--- config.mk ---
export PLATFORM = sky130hd
export DESIGN_NAME = filter_bank_2018
export DESIGN_NICKNAME = d
export VERILOG_FILES = /design/src/rtl/filter_bank_2018.sv
export SDC_FILE = /design/constraint.sdc
export NUM_CORES = 2
export LEC_CHECK = 0
export BUFFER_PORTS_ARGS = -buffer_cell sky130_fd_sc_hd__buf_4
export CAP_MARGIN = 20
export CORE_MARGIN = 4
export CORE_UTILIZATION = 40
export CTS_CLUSTER_DIAMETER = 100
export CTS_CLUSTER_SIZE = 14
export DETAILED_ROUTE_END_ITERATION = 12
export SYNTH_ARGS = -nofsm -noshare
export SYNTH_HDL_FRONTEND = slang
export SYNTH_SLANG_ARGS = --single-unit
export TNS_END_PERCENT = 50
--- constraint.sdc ---
create_clock -name clk -period 13.4 [get_ports clk]
set_input_delay 2.01 -clock clk [delete_from_list [all_inputs] [get_ports clk]]
set_output_delay 2.01 -clock clk [all_outputs]
set_load 0.03 [all_outputs]
--- src/rtl/filter_bank_2018.sv ---
// filter_bank_2018: NUM_CH moving-average filters over one shared ADC stream.
// Ports: clk, reset (async, active low), input_data/input_valid,
//   cfg_we/cfg_ch/cfg_log2_len (per-channel window), out_sel,
//   output_data_all/output_valid_all, output_data/output_valid (selected),
//   peak_clr/peak_data (peak hold, built only with FILTER_BANK_PEAK_EN).
module filter_bank_2018 #(
  parameter int SIZE_ADC_DATA    = 12,
  parameter int SIZE_FILTER_DATA = 16,
  parameter int NUM_CH           = 4,
  parameter int MAX_LOG2_LEN     = 5,
  localparam int CW = (NUM_CH > 1) ? $clog2(NUM_CH) : 1,
  localparam int LW = $clog2(MAX_LOG2_LEN + 1)
) (
  input  logic                               clk,
  input  logic                               reset,
  input  logic [SIZE_ADC_DATA-1:0]           input_data,
  input  logic                               input_valid,
  input  logic                               cfg_we,
  input  logic [CW-1:0]                      cfg_ch,
  input  logic [LW-1:0]                      cfg_log2_len,
  input  logic [CW-1:0]                      out_sel,
  output logic [NUM_CH*SIZE_FILTER_DATA-1:0] output_data_all,
  output logic [NUM_CH-1:0]                  output_valid_all,
  output logic [SIZE_FILTER_DATA-1:0]        output_data,
  output logic                               output_valid,
  input  logic                               peak_clr,
  output logic [SIZE_FILTER_DATA-1:0]        peak_data
);

  localparam int PW    = MAX_LOG2_LEN;
  localparam int DEPTH = 1 << PW;
  localparam int AW    = SIZE_ADC_DATA + PW;
  localparam int W     = SIZE_FILTER_DATA;

  typedef enum logic {
    FILL = 1'b0,
    RUN  = 1'b1
  } state_e;

  logic [LW-1:0] cfg_len;
  assign cfg_len = (cfg_log2_len > LW'(MAX_LOG2_LEN))
                 ? LW'(MAX_LOG2_LEN) : cfg_log2_len;

  for (genvar k = 0; k < NUM_CH; k++) begin : g_ch
    state_e                   st_q, st_d;
    logic [AW-1:0]            acc_q, acc_d;
    logic [PW-1:0]            ptr_q, ptr_d;
    logic [PW-1:0]            fill_q, fill_d;
    logic [LW-1:0]            len_q, len_d;
    logic [W-1:0]             dat_q, dat_d;
    logic                     vld_q, vld_d;
    logic                     cfg_hit;
    logic                     accept;
    logic [PW:0]              span;
    logic [PW-1:0]            rd_addr;
    logic [PW-1:0]            len_m1;
    logic [AW-1:0]            shifted;
    logic [SIZE_ADC_DATA-1:0] mem_q [DEPTH];

    assign cfg_hit = cfg_we && (cfg_ch == CW'(k));
    assign accept  = input_valid && !cfg_hit;
    assign span    = (PW+1)'(1) << len_q;
    // Window of 2^MAX wraps onto the slot being overwritten.
    assign rd_addr = ptr_q - span[PW-1:0];
    assign len_m1  = PW'(span - (PW+1)'(1));

    always_ff @(posedge clk) begin
      if (accept) mem_q[ptr_q] <= input_data;
    end

    always_comb begin
      st_d    = st_q;
      acc_d   = acc_q;
      ptr_d   = ptr_q;
      fill_d  = fill_q;
      len_d   = len_q;
      dat_d   = dat_q;
      vld_d   = 1'b0;
      shifted = '0;
      if (cfg_hit) begin
        len_d  = cfg_len;
        st_d   = FILL;
        acc_d  = '0;
        fill_d = '0;
      end else if (accept) begin
        ptr_d = ptr_q + 1'b1;
        unique case (st_q)
          FILL: begin
            acc_d  = acc_q + AW'(input_data);
            fill_d = fill_q + 1'b1;
            if (fill_q == len_m1) begin
              st_d  = RUN;
              vld_d = 1'b1;
            end
          end
          RUN: begin
            acc_d = acc_q + AW'(input_data)
                  - AW'(mem_q[rd_addr]);
            vld_d = 1'b1;
          end
          default: st_d = FILL;
        endcase
        shifted = acc_d >> len_q;
        if (vld_d) dat_d = W'(shifted[SIZE_ADC_DATA-1:0]);
      end
    end

    always_ff @(posedge clk or negedge reset) begin
      if (!reset) begin
        st_q   <= FILL;
        acc_q  <= '0;
        ptr_q  <= '0;
        fill_q <= '0;
        len_q  <= '0;
        dat_q  <= '0;
        vld_q  <= 1'b0;
      end else begin
        st_q   <= st_d;
        acc_q  <= acc_d;
        ptr_q  <= ptr_d;
        fill_q <= fill_d;
        len_q  <= len_d;
        dat_q  <= dat_d;
        vld_q  <= vld_d;
      end
    end

    assign output_data_all[k*W +: W] = dat_q;
    assign output_valid_all[k]       = vld_q;
  end

  logic [W-1:0] sel_dat;
  logic         sel_vld;

  always_comb begin
    sel_dat = '0;
    sel_vld = 1'b0;
    for (int k = 0; k < NUM_CH; k++) begin
      if (out_sel == CW'(k)) begin
        sel_dat = output_data_all[k*W +: W];
        sel_vld = output_valid_all[k];
      end
    end
  end

  always_ff @(posedge clk or negedge reset) begin
    if (!reset) begin
      output_data  <= '0;
      output_valid <= 1'b0;
    end else begin
      output_data  <= sel_dat;
      output_valid <= sel_vld;
    end
  end

`ifdef FILTER_BANK_PEAK_EN
  logic [W-1:0] peak_q;

  always_ff @(posedge clk or negedge reset) begin
    if (!reset) begin
      peak_q <= '0;
    end else if (peak_clr) begin
      peak_q <= '0;
    end else if (output_valid && (output_data > peak_q)) begin
      peak_q <= output_data;
    end
  end

  assign peak_data = peak_q;
`else
  logic unused_peak_clr;
  assign unused_peak_clr = peak_clr;
  assign peak_data       = '0;
`endif

endmodule
==> reports/qor.csv <==
metric,value,unit
setup.worst_path.end_class,flop,
grt_first_pass_wirelength,273800,µm
start_util,40.19,%
hold_ws,0.5015,ns
drtAntennaViolNets,0,
die_width,444.7,µm
synth_cells,4613,
path_max_fanout,59,
cts_tree,built,
design_area,0.08473,mm²
min_period_over_period,61.55,%
finalHoldViolations,0,
crit_type,reg2reg,
cp_cell_sequence,"inv_1, or3_1, inv_1, fa_4, buf_4, mux4_2, mux4_2, mux2i_1, ha_1, nor2b_1, o2111ai_1, a31oi_1, or4_1, a311o_1, a31oi_1, nor3_1, nor4_1, o221ai_1, o21a_1",
rows,160,
tightest_slew,1.094,ns
seq_area,0.05085,mm²
slew_headroom,27.09,%
die_area,0.1977,mm²
min-delay-path-class,reg2reg,
tns,0,ns
overflow,0,
boundaryPins,125,
finClkSkew,0.04502,ns
required,14.09,ns
ys_types,84,
cts_resized,0,
syn_area_per_cell,16.53,µm²
min_period,8.248,ns
nFillCells,16470,
die_h,444.7,µm
yosysWarnings,0,
crit_arrival,8.94,ns
gp_congestion,0.8816,
coreArea,0.1898,mm²
antenna_found_initial,7,
vias_per_cell,5.572,
drive_above_1_share,20.10,%
cts_buffers,141,
multi_input_area,0.02421,mm²
syn_area,0.07627,mm²
drv_slew,0,
drt_wl_total,184800,µm
start_kind,flop,
clock_latency,0.82,ns
dp_hpwl,118500,µm
numClockSinks,1725,
syn2layout_area_growth,11.10,%
cts_hold_buf,0,
slowest_stage,fa_4,
grt_max_degree,95,
synth-main-ff-cell,edfxtp_1,
grt_pass1_vias,41170,
placed_area,0.08068,mm²
grtUsageTotal,18.56,%
async_flop_share,10.96,%
first_iter_violations,3778,
finish.utilization,44.65,%
wire_per_inst,25.11,µm
maxCapViolations,0,
rsz0062_at_grt,false,
cts_setup_buffers,0,
vias,41010,
cts_root_buf,clkbuf_16,
status,finished clean,
clk_path_buf_depth,3,
final_nets,4966,
seq_area_frac_synth,66.68,%
rrSetupSlack,5.15,ns
drc_errors,0,
synth_edf_count,1536,
ys_seq_elements,1725,
slowest_delay,1.19,ns
port_buffers,87,
cts_htree_levels,4,
cts.clk_slew.worst_paths,0.07,ns
setup_viol,0,
max_freq,0.1212,GHz
drtPass1Iterations,6,
## metal layers
layer / up-vias / GRT usage (%) / wire length, µm / share of wire [%]
li1: 18430 / - / - / -
met1: 21220 / 24.50 / 76070 / 41
met2: 1093 / 30.27 / 89760 / 49
met3: 266 / 2.391 / 8717 / 4.7
met4: 0 / 9.637 / 10250 / 5.5
met5: - / 0 / 0 / 0
## per-stage QoR
stage | worst slack [ns] | cells
CTS | 5.113 | 7349
finish | 5.152 | 7359
detailed placement | 5.155 | 7150
global route | 4.767 | 7356
floorplan | 6.952 | 4648
global placement | 5.201 | 7108
## cells in the final DEF, fill, tap and decap left out, drive strengths merged, types with 13 or more instances in the layout
master  netlist  routed
a211oi      108     108
a21o         41      41
a21oi       143     143
a311oi       26      26
a31oi        40      40
and2         59      59
buf          90     269
clkbuf      184     182
clkinv        5      14
conb          1      36
dfrtp       189     189
edfxtp     1536    1536
ha          144     144
inv          95     102
mux2         36      36
mux2i       116     116
mux4        455     455
nand2       281     281
nand2b       27      27
nand3        41      41
nand3b       13      13
nand4        24      24
nor2        360     360
nor2b        20      20
nor3         40      40
o211ai       22      22
o21a         33      33
o21ai       123     123
or3          13      13
xnor2       117     117
xor2         46      46
## cell type report
cell class / count / area share (%)
clock inverter: 17 / 0.3824
clock buffer: 182 / 4.346
sequential: 1725 / 60.02
antenna: 6 / 0.01772
inverter: 100 / 0.4430
timing repair buffer: 269 / 2.512
multi-input combinational: 2549 / 28.58
tap: 2511 / 3.708
## synth_stat cells (94+ instances only)
master,instances,share of area [%]
a211oi_1,107,1.1
a21oi_1,143,0.94
clkbuf_1,184,0.91
dfrtp_1,189,6.2
edfxtp_1,1536,60
ha_1,144,2.4
inv_1,94,0.46
mux2i_1,116,1.5
mux4_2,455,13
nand2_1,281,1.4
nor2_1,360,1.8
o21ai_0,121,0.79
xnor2_1,117,1.3
## critical path: cells and delay by family, from the launching register on
kind,cells,cell delay (ns)
mux,3,1.39
flops,1,0.58
simple gates,5,1.41
buf+inv,3,1.49
compound gates,6,1.71
fa+ha+maj,2,1.50
## final timing paths
path                            cells after the start              from                 to
worst min register to register                      2  g_ch[2].dat_q[4]   g_ch[2].dat_q[4]
worst min-delay path                                2  g_ch[2].dat_q[4]   g_ch[2].dat_q[4]
worst max register to register                     19  g_ch[3].len_q[0]  g_ch[3].dat_q[11]
min in group asynchronous                           1             reset   g_ch[3].ptr_q[2]
max in group asynchronous                           3             reset  g_ch[0].acc_q[12]
worst max-delay path                               19  g_ch[3].len_q[0]  g_ch[3].dat_q[11]
## flip-flops by register name (all words and copies together), names as in the netlist
name          flops
g_ch.mem_q     1536
g_ch.acc_q       68
g_ch.dat_q       48
g_ch.fill_q      20
g_ch.ptr_q       20
g_ch.len_q       12
output_data      12
g_ch.st_q         4
g_ch.vld_q        4
output_valid      1
## cells by family after synthesis
family / after synthesis / synth area share [%]
simple gates: 944 / 5.619
fa+ha+maj: 156 / 2.677
compound gates: 642 / 5.592
xor+xnor: 164 / 1.901
buf+inv: 374 / 2.039
flops: 1725 / 66.68
other cells: 1 / 0.004917
mux: 607 / 15.49
Power is not shown: default switching activity piles up to over one toggle a cycle in this logic, so the estimate is an artifact.
